<file path="src/rtl/lc3_pkg.sv">
// LC-3 subset core: opcodes, memory-access states, pipeline control encodings.
package lc3_pkg;

  localparam logic [15:0] RESET_PC_DEF = 16'h3000;

  localparam logic [3:0] OP_BR  = 4'h0;
  localparam logic [3:0] OP_ADD = 4'h1;
  localparam logic [3:0] OP_LD  = 4'h2;
  localparam logic [3:0] OP_ST  = 4'h3;
  localparam logic [3:0] OP_AND = 4'h5;
  localparam logic [3:0] OP_LDR = 4'h6;
  localparam logic [3:0] OP_STR = 4'h7;
  localparam logic [3:0] OP_NOT = 4'h9;
  localparam logic [3:0] OP_LDI = 4'hA;
  localparam logic [3:0] OP_STI = 4'hB;
  localparam logic [3:0] OP_JMP = 4'hC;
  localparam logic [3:0] OP_LEA = 4'hE;

  // psr bit positions
  localparam int PSR_N = 2;
  localparam int PSR_Z = 1;
  localparam int PSR_P = 0;

  typedef enum logic [1:0] {
    READ     = 2'd0,
    READ_IND = 2'd1,
    WRITE    = 2'd2,
    IDLE     = 2'd3
  } mem_state_t;

  // Where the Execute result goes at writeback
  typedef enum logic [1:0] {WB_NONE, WB_ALU, WB_MEM} wb_sel_t;

  // Kind of data-memory access the Execute instruction needs
  typedef enum logic [2:0] {MC_NONE, MC_LD, MC_LDI, MC_ST, MC_STI} mem_ctl_t;

  typedef struct packed {
    logic       branch;  // BR or JMP
    logic [2:0] dr;
  } e_ctl_t;

  // Condition code of a value written to the register file
  function automatic logic [2:0] nzp_of(input logic [15:0] v);
    logic [2:0] f;
    f = '0;
    if (v[15])        f[PSR_N] = 1'b1;
    else if (v == '0) f[PSR_Z] = 1'b1;
    else              f[PSR_P] = 1'b1;
    return f;
  endfunction

endpackage

</file>
<file path="src/rtl/lc3_if.sv">
// Instruction and data memory bus of the LC-3 core.
interface lc3_if;
  logic [15:0] pc;
  logic        instrmem_rd;
  logic [15:0] Instr_dout;
  logic        complete_instr;
  logic        complete_data;
  logic [15:0] Data_addr;
  logic [15:0] Data_din;
  logic [15:0] Data_dout;
  logic        Data_rd;

  modport master (
    output pc, instrmem_rd, Data_addr, Data_din, Data_rd,
    input  Instr_dout, complete_instr, complete_data, Data_dout
  );

  modport slave (
    input  pc, instrmem_rd, Data_addr, Data_din, Data_rd,
    output Instr_dout, complete_instr, complete_data, Data_dout
  );
endinterface

</file>
<file path="src/rtl/lc3_regfile.sv">
// 8x16 register file with two async read ports, one write port and psr.
module lc3_regfile
  import lc3_pkg::*;
(
  input  logic        clock,
  input  logic        reset,
  input  logic        we,
  input  logic [2:0]  wa,
  input  logic [15:0] wd,
  input  logic [2:0]  ra1,
  input  logic [2:0]  ra2,
  output logic [15:0] d1,
  output logic [15:0] d2,
  output logic [2:0]  psr
);

  logic [15:0] rf [8];

  // Register and condition-code update on every register write
  always_ff @(posedge clock) begin
    if (reset) begin
      for (int i = 0; i < 8; i++) rf[i] <= '0;
      psr <= 3'b010;
    end else if (we) begin
      rf[wa] <= wd;
      psr    <= nzp_of(wd);
    end
  end

  assign d1 = rf[ra1];
  assign d2 = rf[ra2];

endmodule

</file>
<file path="src/rtl/lc3_core.sv">
// Pipelined LC-3 subset core: Fetch / Decode / Execute / Writeback plus a
// data-memory state machine. Decode reads operands and computes ALU and
// address results, which are latched into the Execute registers.
// Build option: LC3_BYPASS_EN enables result forwarding; without it the
// controller interlocks Fetch/Decode on RAW dependences instead.
module lc3_core
  import lc3_pkg::*;
#(
  parameter logic [15:0] RESET_PC = RESET_PC_DEF
)(
  input logic   clock,
  input logic   reset,
  lc3_if.master bus
);

  // [1] Decode valid, [2] Execute valid
  logic [2:1]  vld_pipe;
  logic        f_vld;

  logic [15:0] pc_r, npc_out, IR, e_npc;
  logic [15:0] aluout, pcout, M_Data, mem_ptr, memout;
  logic [2:0]  NZP, psr;
  e_ctl_t      E_Control;
  wb_sel_t     W_Control;
  mem_ctl_t    Mem_Control;
  mem_state_t  mem_state, mem_nxt;

  logic enable_fetch, enable_decode, enable_execute, enable_writeback, enable_updatePC;
  logic br_taken, redirect, stall, hazard, mem_done;
  logic bypass_alu_1, bypass_alu_2, bypass_mem_1, bypass_mem_2;

  // Decode fields
  logic [3:0]  op;
  logic [2:0]  sr1, sr2;
  logic        use1, use2, is_store, is_branch, e_wr_alu;
  logic [15:0] d1, d2, op1, op2, opb, alu_d, pc_d;
  logic [2:0]  nzp_d;
  wb_sel_t     wb_d;
  mem_ctl_t    mc_d;
  logic [15:0] rf_wd;

  assign op        = IR[15:12];
  assign sr1       = IR[8:6];
  assign is_store  = (op == OP_ST) || (op == OP_STR) || (op == OP_STI);
  assign sr2       = is_store ? IR[11:9] : IR[2:0];
  assign use1      = op inside {OP_ADD, OP_AND, OP_NOT, OP_JMP, OP_LDR, OP_STR};
  assign use2      = ((op == OP_ADD || op == OP_AND) && !IR[5]) || is_store;
  assign is_branch = (op == OP_BR) || (op == OP_JMP);
  assign e_wr_alu  = vld_pipe[2] && (W_Control == WB_ALU);
  assign memout    = bus.Data_dout;

  lc3_regfile u_rf (
    .clock (clock),
    .reset (reset),
    .we    (enable_writeback),
    .wa    (E_Control.dr),
    .wd    (rf_wd),
    .ra1   (sr1),
    .ra2   (sr2),
    .d1    (d1),
    .d2    (d2),
    .psr   (psr)
  );

  // Forwarding (bypass build) or RAW interlock (default build)
  always_comb begin
    bypass_alu_1 = 1'b0;
    bypass_alu_2 = 1'b0;
    bypass_mem_1 = 1'b0;
    bypass_mem_2 = 1'b0;
    hazard       = 1'b0;
`ifdef LC3_BYPASS_EN
    bypass_alu_1 = e_wr_alu && use1 && (E_Control.dr == sr1);
    bypass_alu_2 = e_wr_alu && use2 && (E_Control.dr == sr2);
    bypass_mem_1 = (mem_state == READ) && use1 && (E_Control.dr == sr1);
    bypass_mem_2 = (mem_state == READ) && use2 && (E_Control.dr == sr2);
`else
    hazard = vld_pipe[1] && e_wr_alu &&
             ((use1 && (E_Control.dr == sr1)) || (use2 && (E_Control.dr == sr2)));
`endif
  end

  // Operand select, ALU, address generation and control decode
  always_comb begin
    op1 = bypass_alu_1 ? aluout : (bypass_mem_1 ? memout : d1);
    op2 = bypass_alu_2 ? aluout : (bypass_mem_2 ? memout : d2);
    opb = IR[5] ? {{11{IR[4]}}, IR[4:0]} : op2;
    pc_d = npc_out + {{7{IR[8]}}, IR[8:0]};
    case (op)
      OP_LDR, OP_STR: pc_d = op1 + {{10{IR[5]}}, IR[5:0]};
      OP_JMP:         pc_d = op1;
      default:        ;
    endcase
    case (op)
      OP_ADD:  alu_d = op1 + opb;
      OP_AND:  alu_d = op1 & opb;
      OP_NOT:  alu_d = ~op1;
      OP_LEA:  alu_d = pc_d;
      default: alu_d = '0;
    endcase
    nzp_d = (op == OP_BR) ? IR[11:9] : ((op == OP_JMP) ? 3'b111 : 3'b000);
    case (op)
      OP_ADD, OP_AND, OP_NOT, OP_LEA: wb_d = WB_ALU;
      OP_LD, OP_LDR, OP_LDI:          wb_d = WB_MEM;
      default:                        wb_d = WB_NONE;
    endcase
    case (op)
      OP_LD, OP_LDR: mc_d = MC_LD;
      OP_LDI:        mc_d = MC_LDI;
      OP_ST, OP_STR: mc_d = MC_ST;
      OP_STI:        mc_d = MC_STI;
      default:       mc_d = MC_NONE;
    endcase
  end

  // Pipeline controller: memory activity or a data-side wait freezes the pipe
  always_comb begin
    stall           = !bus.complete_data || (mem_state != IDLE);
    enable_execute  = !stall;
    enable_decode   = !stall && !hazard;
    enable_fetch    = enable_decode;
    enable_updatePC = enable_fetch && bus.complete_instr && !(vld_pipe[1] && is_branch);
    // word fetched behind a branch in Decode or Execute is dropped
    f_vld    = bus.complete_instr && !(vld_pipe[1] && is_branch) &&
               !(vld_pipe[2] && E_Control.branch);
    br_taken = vld_pipe[2] && E_Control.branch && |(NZP & psr);
    redirect = vld_pipe[2] && E_Control.branch && enable_execute;
    mem_done = ((mem_state == READ) || (mem_state == WRITE)) && bus.complete_data;
    enable_writeback = (e_wr_alu && enable_execute) ||
                       ((mem_state == READ) && bus.complete_data);
    rf_wd    = (mem_state == READ) ? memout : aluout;
  end

  assign bus.pc          = pc_r;
  assign bus.instrmem_rd = enable_fetch;

  // Program counter: branch redirect has priority over sequential fetch
  always_ff @(posedge clock) begin
    if (reset)                pc_r <= RESET_PC;
    else if (redirect)        pc_r <= br_taken ? pcout : e_npc;
    else if (enable_updatePC) pc_r <= pc_r + 16'd1;
  end

  // Decode register
  always_ff @(posedge clock) begin
    if (reset) begin
      vld_pipe[1] <= 1'b0;
      IR          <= '0;
      npc_out     <= '0;
    end else if (enable_decode) begin
      vld_pipe[1] <= f_vld;
      IR          <= bus.Instr_dout;
      npc_out     <= pc_r + 16'd1;
    end
  end

  // Execute registers; a finished memory op retires out of Execute
  always_ff @(posedge clock) begin
    if (reset) begin
      vld_pipe[2] <= 1'b0;
      aluout      <= '0;
      pcout       <= '0;
      M_Data      <= '0;
      NZP         <= '0;
      e_npc       <= '0;
      E_Control   <= '0;
      W_Control   <= WB_NONE;
      Mem_Control <= MC_NONE;
    end else if (enable_execute) begin
      vld_pipe[2] <= vld_pipe[1] && !hazard;
      aluout      <= alu_d;
      pcout       <= pc_d;
      M_Data      <= op2;
      NZP         <= nzp_d;
      e_npc       <= npc_out;
      E_Control   <= '{branch: is_branch, dr: IR[11:9]};
      W_Control   <= wb_d;
      Mem_Control <= mc_d;
    end else if (mem_done) begin
      vld_pipe[2] <= 1'b0;
    end
  end

  // Memory state register; a data-side wait holds the state
  always_ff @(posedge clock) begin
    if (reset)                  mem_state <= IDLE;
    else if (bus.complete_data) mem_state <= mem_nxt;
  end

  // Indirect pointer captured at the end of READ_IND
  always_ff @(posedge clock) begin
    if (reset)                                            mem_ptr <= '0;
    else if ((mem_state == READ_IND) && bus.complete_data) mem_ptr <= bus.Data_dout;
  end

  // Memory next state: start when a memory op enters Execute
  always_comb begin
    mem_nxt = mem_state;
    case (mem_state)
      IDLE:
        if (enable_execute && vld_pipe[1] && !hazard) begin
          case (mc_d)
            MC_LD:          mem_nxt = READ;
            MC_LDI, MC_STI: mem_nxt = READ_IND;
            MC_ST:          mem_nxt = WRITE;
            default:        mem_nxt = IDLE;
          endcase
        end
      READ_IND: mem_nxt = (Mem_Control == MC_LDI) ? READ : WRITE;
      default:  mem_nxt = IDLE;
    endcase
  end

  // Memory bus outputs per state
  always_comb begin
    bus.Data_addr = '0;
    bus.Data_din  = '0;
    bus.Data_rd   = 1'b1;
    case (mem_state)
      READ_IND: bus.Data_addr = pcout;
      READ:     bus.Data_addr = (Mem_Control == MC_LDI) ? mem_ptr : pcout;
      WRITE: begin
        bus.Data_addr = (Mem_Control == MC_STI) ? mem_ptr : pcout;
        bus.Data_din  = M_Data;
        bus.Data_rd   = 1'b0;
      end
      default: ;
    endcase
  end

endmodule

</file>
<file path="src/flat_wrapper.sv">
// flat-port wrapper written by rule: the top's interface ports become plain ports
module lc3_core_flat import lc3_pkg::*;
#(
  parameter logic [15:0] RESET_PC = RESET_PC_DEF
)
  (clock, reset, bus_pc, bus_instrmem_rd, bus_Data_addr, bus_Data_din, bus_Data_rd, bus_Instr_dout, bus_complete_instr, bus_complete_data, bus_Data_dout);
  lc3_if bus_i ();
  input logic clock;
  input logic reset;
  output wire logic [$bits(bus_i.pc)-1:0] bus_pc;
  output wire logic [$bits(bus_i.instrmem_rd)-1:0] bus_instrmem_rd;
  output wire logic [$bits(bus_i.Data_addr)-1:0] bus_Data_addr;
  output wire logic [$bits(bus_i.Data_din)-1:0] bus_Data_din;
  output wire logic [$bits(bus_i.Data_rd)-1:0] bus_Data_rd;
  input wire logic [$bits(bus_i.Instr_dout)-1:0] bus_Instr_dout;
  input wire logic [$bits(bus_i.complete_instr)-1:0] bus_complete_instr;
  input wire logic [$bits(bus_i.complete_data)-1:0] bus_complete_data;
  input wire logic [$bits(bus_i.Data_dout)-1:0] bus_Data_dout;
  assign bus_pc = bus_i.pc;
  assign bus_instrmem_rd = bus_i.instrmem_rd;
  assign bus_Data_addr = bus_i.Data_addr;
  assign bus_Data_din = bus_i.Data_din;
  assign bus_Data_rd = bus_i.Data_rd;
  assign bus_i.Instr_dout = bus_Instr_dout;
  assign bus_i.complete_instr = bus_complete_instr;
  assign bus_i.complete_data = bus_complete_data;
  assign bus_i.Data_dout = bus_Data_dout;
  lc3_core #(.RESET_PC(RESET_PC)) u_core (.clock(clock), .reset(reset), .bus(bus_i));
endmodule
</file>
<file path="config.mk">
export PLATFORM = sky130hd
export DESIGN_NAME = lc3_core_flat
export DESIGN_NICKNAME = d
export VERILOG_FILES = /design/src/rtl/lc3_pkg.sv /design/src/rtl/lc3_if.sv /design/src/rtl/lc3_regfile.sv /design/src/rtl/lc3_core.sv /design/src/flat_wrapper.sv
export SDC_FILE = /design/constraint.sdc
export NUM_CORES = 1
export LEC_CHECK = 0
export CAP_MARGIN = 20
export CORE_MARGIN = 3
export CORE_UTILIZATION = 60
export CTS_BUF_LIST = sky130_fd_sc_hd__clkbuf_4 sky130_fd_sc_hd__clkbuf_8
export DETAILED_ROUTE_END_ITERATION = 10
export GPL_ROUTABILITY_DRIVEN = 0
export PLACE_DENSITY = 0.77
export SYNTH_ARGS = -nofsm -noshare
export SYNTH_HDL_FRONTEND = slang
export SYNTH_SLANG_ARGS = --single-unit
</file>
<file path="constraint.sdc">
create_clock -name clock -period 8.3 [get_ports clock]
set_input_delay 1.66 -clock clock [delete_from_list [all_inputs] [get_ports clock]]
set_output_delay 1.66 -clock clock [all_outputs]
set_load 0.005 [all_outputs]
</file>
==> results.py <==
metrics = {
    "outcome": {
        "status": "finished, final reports clean",
    },
    "route": {
        "via_per_inst": 6.66,
        "ant_nets": 0,
        "wl_per_cell_um": 23.7,
        "vias": 14000,
        "route.detailed.drc": 0,
        "wl_mm": 49.8,
        "drt_iter0_drc": 1683,
        "dr.pass1.iters": 6,
    },
    "logic_synthesis": {
        "async_flop_share_pct": 0,
        "synth_area_leaders": "edfxtp_1 (23%), dfxtp_1 (18%), mux2i_1 (8.6%)",
        "synth_top_area_share_pct": 23.3,
        "yosys.area.top_type": "edfxtp_1",
        "ys_seq_area_share_pct": 41.6,
        "synth_fp_nets": 1757,
        "syn-mean-instance-area_um2": 9.88,
        "synth_cell_types": 89,
        "ys_seq_elements": 278,
        "yosys_warnings": 0,
        "netlist_area_mm2": 0.0165,
        "syn_inst": 1668,
        "synth_edf_count": 128,
        "synthFlopType": "dfxtp_1",
    },
    "cts": {
        "cts_tree": "yes",
        "postCtsSetupBuffers": 0,
        "cts_sinks": 278,
        "cts_hold_buf": 0,
        "cts-root-buf": "clkbuf_8",
        "clkTransAtPathRegs_ns": 0.06,
        "h-tree-depth": 2,
        "clockBufferDepth": 3,
        "ctsResizeCount": 0,
        "cts_buffers": 49,
        "insertion_delay_ns": 0.61,
    },
    "finish": {
        "synthToLayoutAreaGrowth_pct": 12.9,
        "nNetsFinal": 1810,
        "final_cell_mix": "nor2_1 (226), dfxtp_1 (149), mux2i_1 (142)",
        "layout_commonest_cell": "nor2_1",
        "final_cell_area_mm2": 0.0186,
        "final_cells": 2102,
        "n_fill_cell": 2059,
        "layout-drive-gt1-share_pct": 13.4,
    },
    "pwr": {
        "power.leakage_nw": 7.38,
        "ir_drop_uv": 128,
        "power_density_mw_per_mm2": 193,
        "p_total_w": 0.00359,
    },
    "global_route": {
        "antenna_found_initial": 0,
        "grt_first_pass_wirelength_mm": 74.7,
        "grt.total_usage_pct": 33.1,
        "grt_max_degree": 72,
        "grt_overflow_total": 0,
        "grt_pass1_vias": 13100,
    },
    "floorplan": {
        "fp.dieH_um": 172,
        "coreArea_mm2": 0.0270,
        "placementRows": 60,
        "die-area_mm2": 0.0295,
        "ios": 86,
        "dieWidth_um": 172,
        "start_util_pct": 61.1,
    },
    "sta": {
        "setup_viol_count_final": 0,
        "maxSlewViolCount": 0,
        "finalClockSkew_ns": 0.0442,
        "finalCritPeriodShare_pct": 68.5,
        "final.min_clock_period_ns": 5.69,
        "timing_hold_violations_final": 0,
        "fin_setup_tns_ns": 0,
        "tightest_slew_ns": 1.20,
        "slew_headroom_pct": 20.3,
        "fmax_mhz": 176,
        "rsz0062_at_grt": "no",
    },
    "critical_path": {
        "crit_slowest_cell": "nor2_4",
        "start_kind": "flip-flop",
        "required_ns": 8.75,
        "critPathArrivalTime_ns": 6.13,
        "cp_top_family": "compound AO/OA/AOI/OAI gates",
        "rrSetupSlack_ns": 2.61,
        "crit_path_frequent_cell": "a21oi_1",
        "rr_startpoint": "u_core.IR[13]",
        "cp_cell_sequence": "a21boi_4 > a21boi_1 > nor2_4 > buf_4 > mux2i_1 > mux2i_1 > mux2_2 > mux2_2 > ha_1 > a21oi_1 > a21oi_1 > o31ai_1 > o21ai_0 > xor2_1 > a21oi_1 > o22ai_1",
        "crit_fanout": 36,
        "critical-path-max-stage-delay_ns": 0.86,
        "endpoint_kind": "flip-flop",
        "critPathLaunch": "u_core.IR[13]",
        "crit_buf_inv": 1,
        "criticalPathCategory": "reg -> reg",
    },
    "placed_design": {
        "dpl_cell_area_mm2": 0.0175,
        "dp_hpwl_mm": 34.2,
        "io_buffers": 85,
        "dp_cells": 2008,
    },
    "run": {
        "cap_violations": 0,
    },
    "hold_path": {
        "holdCritStartpoint": "u_core.W_Control[1]",
        "min_path_type": "reg -> reg",
    },
}
-- worst register-to-register path: cells and delay by family (launching register included) --
family	cells	cell delay [ns]
fa+ha+maj	1	0.33
compound gates	8	1.84
xor+xnor	1	0.18
simple gates	1	0.86
mux	4	0.94
flops	1	0.71
buf+inv	1	0.68
-- sequential cells by signal, indices dropped and copies added (netlist names), named ones only --
register	flops
u_core.u_rf.rf	128
u_core.E_Control	4
u_core.IR	16
u_core.mem_state	2
u_core.NZP	3
u_core.Mem_Control	3
u_core.npc_out	16
u_core.pcout	16
u_core.aluout	16
u_core.W_Control	2
u_core.e_npc	16
u_core.vld_pipe	2
u_core.bus.pc	16
u_core.M_Data	16
u_core.mem_ptr	16
u_core.u_rf.psr	3
-- Yosys cell counts (16+ instances only) --
cell	n
xor2_1	25
nor2b_1	22
mux2i_1	142
and3_1	22
o21ai_0	48
nor2_1	226
inv_1	25
dfxtp_1	150
mux4_2	32
a22o_1	17
edfxtp_1	128
a21o_1	16
clkbuf_1	74
and2_1	27
nor3_1	20
o21a_1	17
or3_1	16
ha_1	50
a211oi_1	32
mux2_2	31
a21oi_1	93
nand2b_1	20
nand2_1	139
buf_2	22
xnor2_1	27
nand3_1	22
-- power by group --
part / leakage (nW) / internal, W / switching, W / total (W)
Sequential: 2.55 / 0.00149 / 0.0000648 / 0.00156
Clock: 0.582 / 0.000797 / 0.000590 / 0.00139
Combinational: 4.25 / 0.000269 / 0.000383 / 0.000652
Total: 7.38 / 0.00256 / 0.00104 / 0.00359
-- cells by family after synthesis --
family | count (synthesis) | share of synthesized area, %
buf+inv | 136 | 3.52
compound gates | 384 | 17.1
simple gates | 560 | 15.8
mux | 205 | 15.1
fa+ha+maj | 53 | 4.16
xor+xnor | 52 | 2.76
flops | 278 | 41.6
-- per-layer routing --
layer | up-vias | routed length [um] | track usage, %
met4 | 0 | 2050 | 12.8
met5 | - | 0 | 0
met3 | 152 | 5450 | 7.95
met1 | 6771 | 20200 | 45.8
li1 | 6301 | - | -
met2 | 765 | 22100 | 50.6
-- path summary, 6_finish.rpt --
kind                         end  cells after the start
min reg2reg  u_core.W_Control[1]                      2
min          u_core.W_Control[1]                      2
max reg2reg    u_core.aluout[14]                     16
max            u_core.aluout[14]                     16
-- per-stage QoR --
step	hold WS [ns]	worst slack, ns	util, %
2_1_floorplan	0.427	3.93	-
3_3_place_gp	0.441	2.79	64.9
3_5_place_dp	0.445	2.77	64.9
4_1_cts	0.453	2.77	68.9
5_1_grt	0.474	2.27	69.0
6_report	0.453	2.61	69.0
-- cell type report --
type | instances | area, um^2 | share of cell area, %
flip-flops and latches | 278 | 6850 | 36.8
clock inverters | 12 | 130 | 0.699
diodes | 1 | 2.50 | 0.0134
inverters | 26 | 97.6 | 0.524
clock buffers | 78 | 955 | 5.13
well taps | 341 | 427 | 2.29
repair buffers | 112 | 1070 | 5.74
multi-input cells | 1254 | 9080 | 48.8
Power figures use the tool's default switching activity.
